## src/rtl/uart_pkg.sv

```systemverilog
// Shared types for the UART transmit path.
// Sequencer states and byte width.
package uart_pkg;

  localparam int UART_BYTE_W = 8;

  typedef enum logic [4:0] {
    IDLE = 5'b00001,
    LOAD = 5'b00010,
    REQ  = 5'b00100,
    SEND = 5'b01000,
    GAP  = 5'b10000
  } tx_fifo_state_t;

endpackage

```

## src/rtl/uart_tx_fifo_if.sv

```systemverilog
// Bus bundle for uart_tx_fifo: write side,
// status flags and the uart_tx launch handshake.
interface uart_tx_fifo_if #(
  parameter int DEPTH = 16
);
  import uart_pkg::*;

  localparam int LW = $clog2(DEPTH) + 1;

  logic                   wr_en;
  logic [UART_BYTE_W-1:0] wr_data;
  logic                   full;
  logic                   empty;
  logic [LW-1:0]          level;
  logic                   overflow;
  logic                   tx_err;
  logic                   busy;
  logic                   data_ready;
  logic [UART_BYTE_W-1:0] byte_trans;
  logic                   trans_active;
  logic                   done_sig;

  modport master (
    output wr_en, wr_data,
    output trans_active, done_sig,
    input  full, empty, level,
    input  overflow, tx_err, busy,
    input  data_ready, byte_trans
  );

  modport slave (
    input  wr_en, wr_data,
    input  trans_active, done_sig,
    output full, empty, level,
    output overflow, tx_err, busy,
    output data_ready, byte_trans
  );

endinterface

```

## src/rtl/sync_fifo.sv

```systemverilog
// Circular byte store with extra-bit pointers.
// Sticky overflow on push while full.
module sync_fifo #(
  parameter int DEPTH = 16,
  parameter int WIDTH = 8
) (
  input  logic                   clk,
  input  logic                   rst,
  input  logic                   wr_en,
  input  logic [WIDTH-1:0]       wr_data,
  input  logic                   rd_en,
  output logic [WIDTH-1:0]       rd_data,
  output logic                   full,
  output logic                   empty,
  output logic [$clog2(DEPTH):0] level,
  output logic                   overflow
);

  localparam int AW = $clog2(DEPTH);

  logic [WIDTH-1:0] mem [DEPTH];
  logic [AW:0]      wr_ptr;
  logic [AW:0]      rd_ptr;
  logic             push;
  logic             pop;

  assign full  = (wr_ptr[AW] != rd_ptr[AW]) &&
                 (wr_ptr[AW-1:0] == rd_ptr[AW-1:0]);
  assign empty = (wr_ptr == rd_ptr);
  assign level = wr_ptr - rd_ptr;
  assign push  = wr_en && !full;
  assign pop   = rd_en && !empty;

  assign rd_data = mem[rd_ptr[AW-1:0]];

  // Storage write; contents need no reset.
  always_ff @(posedge clk) begin
    if (push) mem[wr_ptr[AW-1:0]] <= wr_data;
  end

  // Pointer advance and sticky overflow flag.
  always_ff @(posedge clk or posedge rst) begin
    if (rst) begin
      wr_ptr   <= '0;
      rd_ptr   <= '0;
      overflow <= 1'b0;
    end else begin
      if (push)         wr_ptr   <= wr_ptr + 1'b1;
      if (pop)          rd_ptr   <= rd_ptr + 1'b1;
      if (wr_en && full) overflow <= 1'b1;
    end
  end

endmodule

```

## src/rtl/uart_tx_fifo.sv

```systemverilog
// Byte queue that launches frames into uart_tx
// one at a time with an acknowledge timeout.
module uart_tx_fifo
  import uart_pkg::*;
#(
  parameter int DEPTH       = 16,
  parameter int ACK_TIMEOUT = 4096
) (
  input  logic           clk,
  input  logic           rst,
  uart_tx_fifo_if.slave  bus
);

  localparam int TW = $clog2(ACK_TIMEOUT) + 1;

  tx_fifo_state_t         state, state_n;
  logic [TW-1:0]          tmo, tmo_n;
  logic                   dr_n;
  logic                   err_n;
  logic [UART_BYTE_W-1:0] bt_n;
  logic [UART_BYTE_W-1:0] rd_data;
  logic                   pop;
  logic                   can_go;
  logic                   tmo_hit;
  logic                   fifo_empty;

  sync_fifo #(
    .DEPTH (DEPTH),
    .WIDTH (UART_BYTE_W)
  ) u_fifo (
    .clk      (clk),
    .rst      (rst),
    .wr_en    (bus.wr_en),
    .wr_data  (bus.wr_data),
    .rd_en    (pop),
    .rd_data  (rd_data),
    .full     (bus.full),
    .empty    (fifo_empty),
    .level    (bus.level),
    .overflow (bus.overflow)
  );

  assign bus.empty = fifo_empty;
  assign bus.busy  = (state != IDLE);
  assign can_go    = !fifo_empty && !bus.trans_active;
  assign tmo_hit   = (tmo == TW'(ACK_TIMEOUT - 1));

  // Next-state and register updates for the launch sequence.
  always_comb begin
    state_n = state;
    tmo_n   = tmo;
    dr_n    = bus.data_ready;
    bt_n    = bus.byte_trans;
    err_n   = bus.tx_err;
    pop     = 1'b0;
    unique case (state)
      IDLE: begin
        if (can_go) state_n = LOAD;
      end
      LOAD: begin
        pop     = 1'b1;
        bt_n    = rd_data;
        dr_n    = 1'b1;
        tmo_n   = '0;
        state_n = REQ;
      end
      REQ: begin
        tmo_n = tmo + 1'b1;
        if (bus.trans_active) begin
          dr_n    = 1'b0;
          state_n = SEND;
        end else if (tmo_hit) begin
          dr_n    = 1'b0;
          err_n   = 1'b1;
          state_n = IDLE;
        end
      end
      SEND: begin
        if (bus.done_sig || !bus.trans_active)
          state_n = GAP;
      end
      GAP: begin
        state_n = can_go ? LOAD : IDLE;
      end
      default: state_n = IDLE;
    endcase
  end

  // State, handshake outputs and timeout counter.
  always_ff @(posedge clk or posedge rst) begin
    if (rst) begin
      state          <= IDLE;
      tmo            <= '0;
      bus.data_ready <= 1'b0;
      bus.byte_trans <= '0;
      bus.tx_err     <= 1'b0;
    end else begin
      state          <= state_n;
      tmo            <= tmo_n;
      bus.data_ready <= dr_n;
      bus.byte_trans <= bt_n;
      bus.tx_err     <= err_n;
    end
  end

endmodule

```

## src/flat_wrapper.sv

```systemverilog
// flat-port wrapper written by rule: the top's interface ports become plain ports
module uart_tx_fifo_flat import uart_pkg::*;
#(
  parameter int DEPTH       = 16,
  parameter int ACK_TIMEOUT = 4096
)
  (clk, rst, bus_wr_en, bus_wr_data, bus_trans_active, bus_done_sig, bus_full, bus_empty, bus_level, bus_overflow, bus_tx_err, bus_busy, bus_data_ready, bus_byte_trans);
  uart_tx_fifo_if #(.DEPTH(DEPTH)) bus_i ();
  input  logic clk;
  input  logic rst;
  input wire logic [$bits(bus_i.wr_en)-1:0] bus_wr_en;
  input wire logic [$bits(bus_i.wr_data)-1:0] bus_wr_data;
  input wire logic [$bits(bus_i.trans_active)-1:0] bus_trans_active;
  input wire logic [$bits(bus_i.done_sig)-1:0] bus_done_sig;
  output wire logic [$bits(bus_i.full)-1:0] bus_full;
  output wire logic [$bits(bus_i.empty)-1:0] bus_empty;
  output wire logic [$bits(bus_i.level)-1:0] bus_level;
  output wire logic [$bits(bus_i.overflow)-1:0] bus_overflow;
  output wire logic [$bits(bus_i.tx_err)-1:0] bus_tx_err;
  output wire logic [$bits(bus_i.busy)-1:0] bus_busy;
  output wire logic [$bits(bus_i.data_ready)-1:0] bus_data_ready;
  output wire logic [$bits(bus_i.byte_trans)-1:0] bus_byte_trans;
  assign bus_i.wr_en = bus_wr_en;
  assign bus_i.wr_data = bus_wr_data;
  assign bus_i.trans_active = bus_trans_active;
  assign bus_i.done_sig = bus_done_sig;
  assign bus_full = bus_i.full;
  assign bus_empty = bus_i.empty;
  assign bus_level = bus_i.level;
  assign bus_overflow = bus_i.overflow;
  assign bus_tx_err = bus_i.tx_err;
  assign bus_busy = bus_i.busy;
  assign bus_data_ready = bus_i.data_ready;
  assign bus_byte_trans = bus_i.byte_trans;
  uart_tx_fifo #(.DEPTH(DEPTH), .ACK_TIMEOUT(ACK_TIMEOUT)) u_core (.clk(clk), .rst(rst), .bus(bus_i));
endmodule
```

## config.mk

```make
export PLATFORM = sky130hd
export DESIGN_NAME = uart_tx_fifo_flat
export DESIGN_NICKNAME = d
export VERILOG_FILES = /design/src/rtl/uart_pkg.sv /design/src/rtl/uart_tx_fifo_if.sv /design/src/rtl/sync_fifo.sv /design/src/rtl/uart_tx_fifo.sv /design/src/flat_wrapper.sv
export SDC_FILE = /design/constraint.sdc
export NUM_CORES = 1
export LEC_CHECK = 0
export CELL_PAD_IN_SITES_DETAIL_PLACEMENT = 1
export CELL_PAD_IN_SITES_GLOBAL_PLACEMENT = 1
export CORE_MARGIN = 2
export CORE_UTILIZATION = 31
export DETAILED_ROUTE_END_ITERATION = 7
export GPL_TIMING_DRIVEN = 0
export PLACE_DENSITY = 0.53
export SLEW_MARGIN = 10
export SYNTH_ARGS = -nofsm -noshare
export SYNTH_HDL_FRONTEND = slang
export SYNTH_SLANG_ARGS = --single-unit
```

## constraint.sdc

```tcl
create_clock -name clk -period 3 [get_ports clk]
set_input_delay 0.75 -clock clk [delete_from_list [all_inputs] [get_ports clk]]
set_output_delay 0.75 -clock clk [all_outputs]
set_load 0.01 [all_outputs]
```

Yosys cells after proc, flatten, opt, wreduce, memory -nomap -nowiden. Memory sizes are Yosys's and may differ from the RTL's. A register that Yosys moved wholly into a read port is not among the register bits. Index checks and enable logic that the tools add are counted.

Add/subtract/negate cells: 4. Equal/unequal tests: 13. Multiplexer cells: 13. Bitwise logic cells: 1. Reductions and logical operators: 13.

Operators with widths (count): $pmux W13 S2 (1); $pmux W5 S5 (1); $mux W5 (4); $add A13 B1 Y13 const B (1); $eq A13 B12 Y1 const B (1); $add A5 B1 Y5 const B (2); $reduce_and A3 Y1 (2); $eq A5 B1 Y1 const B (1); $eq A5 B2 Y1 const B (1); $eq A5 B3 Y1 const B (1); $eq A5 B4 Y1 const B (1); $eq A5 B5 Y1 (1); $eq A5 B5 Y1 const B (1); $logic_and A1 B1 Y1 (5); $mux W1 (5); $ne A5 B1 Y1 const B (1); $sub A5 B5 Y5 (1); $eq A4 B4 Y1 (1); $ne A2 B1 Y1 const B (2); $logic_not A1 Y1 (3); $ne A3 B2 Y1 const B (1); $mux W2 (1); $pmux W1 S2 (1); $reduce_and A2 Y1 (1); 4 further kinds (4).

Register bits after elaboration: 31. Bits in writable memories: 128. Bits of input ports: 13. Logic and storage cells: 52. Memories kept: 1.

Memory list: u_core.u_fifo.mem (words 16, bits a word 8, read ports 1, clocked after memory_dff 1, wr ports 1, line sync_fifo.sv:21) `logic [WIDTH-1:0] mem [DEPTH];`.

Longest topological paths before layout.
Word-level depth: 6. Gate-level depth with buffers: 9.

Hierarchy. A second synthesis with hierarchy kept.

Cell total of the unflattened synthesis: 436. Area total of the unflattened synthesis: 7093.1 um2.

Modules (own cells, without submodules): sync_fifo (instances 1, cells each 301, area each 5726.7 um2, seq. area each 4119.0 um2); uart_tx_fifo (instances 1, cells each 135, area each 1366.3 um2, seq. area each 701.9 um2).

Least setup slack after synthesis. OpenSTA, ideal clock, no wires.

Kind: flip-flop to output port. From: register u_core.u_fifo.wr_ptr[0]. To: output port bus_level[4]. Arrival: 1595 ps. Slack: 655 ps. Cell stages (with the launch flop): 8. Path buffers: 0. Cells stage by stage: dfrtp_1 inv_1 ha_1 inv_1 fa_1 a21o_1 a21oi_1 xnor2_1.

Cells in the longest elaborated chain, start to end: 1.

Ends and longest elaborated chain: start: declaration (line sync_fifo.sv:22) `logic [AW:0] wr_ptr;`; start signal: assignment (line sync_fifo.sv:48) `if (push) wr_ptr <= wr_ptr + 1'b1;`; $sub A5 B5 Y5 (line sync_fifo.sv:30) `assign level = wr_ptr - rd_ptr;`; end: declaration (line flat_wrapper.sv:17) `output wire logic [$bits(bus_i.level)-1:0] bus_level;`.

No other way between the ends.

Final worst setup path. Same ends and word-level chain as after synthesis.

==> flow_summary.json <==
{
  "status": "finished, final reports clean",
  "r2r_start": "u_core.u_fifo.rd_ptr[3]$_DFFE_PP0P_",
  "swShare_pct": 33.01,
  "numCtsBuffers": 17,
  "ys_seq_area_share_pct": 69.22,
  "fp.dieArea_sq_um": 23680,
  "power_frac_seq_pct": 38.8,
  "synth.distinct_cells": 53,
  "wl_microns": 17060,
  "grt_max_degree": 27,
  "syn-instance-count": 439,
  "p_clk_share_pct": 28.4,
  "reg2reg_slack_ns": 0.24,
  "clockBufferDepth": 2,
  "n_antenna_cell": 0,
  "fillers": 2206,
  "drv_slew": 0,
  "place.gp.congestion": 0.7894,
  "wire_per_inst_microns": 21.67,
  "h-tree-depth": 4,
  "rows": 54,
  "dr.pass1.iters": 4,
  "p_per_area_nw_per_um2": 938.5,
  "initial_core_util_pct": 31.72,
  "route.detailed.drc": 0,
  "p_sw_w": 0.002586,
  "finalHoldViolCount": 0,
  "layout_common_cells": "edfxtp_1 (128), dfrtp_1 (37), mux2i_1 (34)",
  "ys_ff_latch": 167,
  "hold_path.class": "reg -> reg",
  "antenna_found_initial": 0,
  "path_max_fanout": 3,
  "grt-ovfl-total": 0,
  "setup_ws_ns": 0.1229,
  "instances_no_fill": 787,
  "vias": 3947,
  "post-route-period-util_pct": 95.90,
  "max-cap-violations": 0,
  "rr_endpoint": "u_core.u_fifo.mem[4][4]$_DFFE_PP_",
  "layout_min_cycle_time_ns": 2.877,
  "leakage_nw": 2.986,
  "cp_data_arrival_time_ns": 2.13,
  "worst_slew_pin_slew_ns": 0.8271,
  "setup_viol": 0,
  "clkLatencyLatePin_ns": 0.43,
  "first_global_vias": 4427,
  "fin_tns_setup_ns": 0,
  "power_frac_comb_pct": 32.9,
  "seq_area_sq_um": 4822,
  "cts_sinks": 167,
  "place_hpwl_microns": 11400,
  "fin_nets": 518,
  "syn_area_per_cell_sq_um": 15.86,
  "rr_worst_depth": 9,
  "vias_per_cell": 5.015,
  "ys_warn_count": 0,
  "critPathCapture": "bus_level[4]",
  "syn_nets": 463,
  "ir_worst_vdd_mv": 0.3376,
  "syn-cell-area_sq_um": 6964,
  "io_buffers": 31,
  "grt_usage_pct": 15.36,
  "multi_input_area_sq_um": 2066,
  "fmax_mhz": 347.6,
  "critPathKind": "reg -> out",
  "skew_ns": 0.009433,
  "layout_commonest_cell": "edfxtp_1",
  "drtIter0Drc": 163,
  "die_w_microns": 153.9,
  "io_pins": 32,
  "die_y_microns": 153.9,
  "cts_tree": "built",
  "dp_cells": 751,
  "crit_path_start": "u_core.u_fifo.wr_ptr[0]$_DFFE_PP0P_",
  "critPathRequiredTime_ns": 2.25,
  "path_clk_slew_ns": 0.07,
  "grt_pass1_wl_microns": 26410,
  "ant_nets": 0,
  "area_growth_pct": 19.85,
  "pre_cts_slack_ns": -0.08480,
  "clk_root_buffer_cell": "clkbuf_16",
  "relSlewSlack_pct": 44.56,
  "critPathCaptureType": "output pin",
  "cp-start-kind": "register",
  "core_sq_um": 21960,
  "drive_above_1_share_pct": 18.34,
  "power.internal_w": 0.005247
}
-- logic make-up (layout without fill, tap and decap cells) --
group	Yosys count	count (layout)	synth area share, %
compound gates	66	66	6.126
flops	167	167	69.22
fa+ha+maj	11	11	2.084
mux	51	51	10.49
xor+xnor	13	13	1.635
simple gates	106	106	8.103
buf+inv	25	93	2.336
-- layout make-up --
| type | instances | share of cell area, % |
|---|---|---|
| Inverter | 9 | 0.4047 |
| Sequential cell | 167 | 57.77 |
| Multi-Input combinational cell | 247 | 24.75 |
| Timing Repair Buffer | 36 | 4.227 |
| Clock buffer | 19 | 5.187 |
| Tap cell | 280 | 4.197 |
| Buffer | 16 | 1.544 |
| Clock inverter | 13 | 1.919 |
-- per-stage QoR --
step / instance area, sq um / hold slack, ns / utilization (%) / total power [W]
finish: 8347 / 0.4768 / 38.01 / 0.007833
detailed placement: 7665 / 0.4641 / 34.91 / 0.005631
global placement: 7625 / 0.4428 / 34.72 / 0.005555
global route: 8347 / 0.5015 / 38.01 / 0.008263
CTS: 8317 / 0.4881 / 37.87 / 0.007922
floorplan: 6964 / 0.4451 / - / 0.004620
-- cells in the mapped netlist, drive strengths merged --
master	instances	area [sq um]
and2	4	25.02
o21bai	1	7.510
inv	9	33.78
nand3	10	50.05
a21o	4	30.03
a211oi	1	7.510
xnor2	10	87.58
nand2b	3	18.77
nor2	33	136.4
mux4	16	379.1
a32oi	1	8.760
a211o	1	8.760
a22o	1	8.760
nor3	14	92.59
a21oi	11	55.05
nand2	22	85.09
nand3b	2	27.53
nor4	1	6.260
clkbuf	2	7.510
nor2b	3	26.27
and3b	1	8.760
dfrtp	38	950.9
edfxtp	128	3844
mux2i	34	340.3
and3	3	18.77
o21ai	14	70.07
o31ai	3	27.52
nand4	9	62.56
mux2	1	11.26
ha	10	125.1
fa	1	20.02
o22ai	17	106.4
o311ai	1	8.760
buf	14	121.4
dfstp	1	26.28
or3	1	6.260
a22oi	8	60.06
xor2	3	26.28
o211ai	3	27.52
-- what timing repair did --
item / 4_1_cts / 5_1_grt
setup endpoints to repair: 6 / 52
gates cloned: 0 / 0
pin swaps: 3 / 0
setup buffers: 3 / 1
hold buffers: 0 / 0
hold endpoints to repair: 0 / 0
resized for setup: 16 / 11
-- registers in the layout (all words and copies together), names as in the netlist --
name	flops
u_core.bus.byte_trans	8
u_core.bus.data_ready	1
u_core.bus.tx_err	1
u_core.state	5
u_core.tmo	13
u_core.u_fifo.mem	128
u_core.u_fifo.overflow	1
u_core.u_fifo.rd_ptr	5
u_core.u_fifo.wr_ptr	5
-- power groups by stage --
stage | sequential, W | clock [W] | combinational [W]
floorplan | 0.00305 | 0 | 0.00157
global placement | 0.00307 | 0 | 0.00249
detailed placement | 0.00308 | 0 | 0.00255
CTS | 0.00304 | 0.00227 | 0.00261
global route | 0.00308 | 0.00237 | 0.00282
finish | 0.00304 | 0.00222 | 0.00257
-- critical path: stages, from the launching register on --
cell and delay [ns]:
dfrtp_1 0.40, inv_2 0.09, ha_1 0.15, inv_1 0.06, fa_2 0.35, a21o_1 0.19, a21oi_2 0.17, xnor2_1 0.13
buf_2 0.15
-- worst min-delay path by stage --
stage / startpoint / end / slack (ns) / cells after the start
6_report: u_core.bus.tx_err$_DFFE_PP0P_ / u_core.bus.tx_err$_DFFE_PP0P_ / 0.48 / 1
3_5_place_dp: u_core.u_fifo.overflow$_DFFE_PP0P_ / u_core.u_fifo.overflow$_DFFE_PP0P_ / 0.46 / 1
2_1_floorplan: u_core.tmo[11]$_DFFE_PP0P_ / u_core.tmo[11]$_DFFE_PP0P_ / 0.45 / 1
5_1_grt: u_core.bus.tx_err$_DFFE_PP0P_ / u_core.bus.tx_err$_DFFE_PP0P_ / 0.50 / 1
4_1_cts: u_core.bus.tx_err$_DFFE_PP0P_ / u_core.bus.tx_err$_DFFE_PP0P_ / 0.49 / 1
3_3_place_gp: u_core.u_fifo.overflow$_DFFE_PP0P_ / u_core.u_fifo.overflow$_DFFE_PP0P_ / 0.44 / 1
-- routing by layer --
| layer | vias to the layer above | track usage, % | part of all wire [%] |
|---|---|---|---|
| met1 | 2053 | 18.21 | 42 |
| met5 | - | 0 | 0 |
| met2 | 58 | 27.37 | 53 |
| li1 | 1810 | - | - |
| met3 | 26 | 3.777 | 2.5 |
| met4 | 0 | 5.118 | 1.9 |
Power figures use the tool's default switching activity.
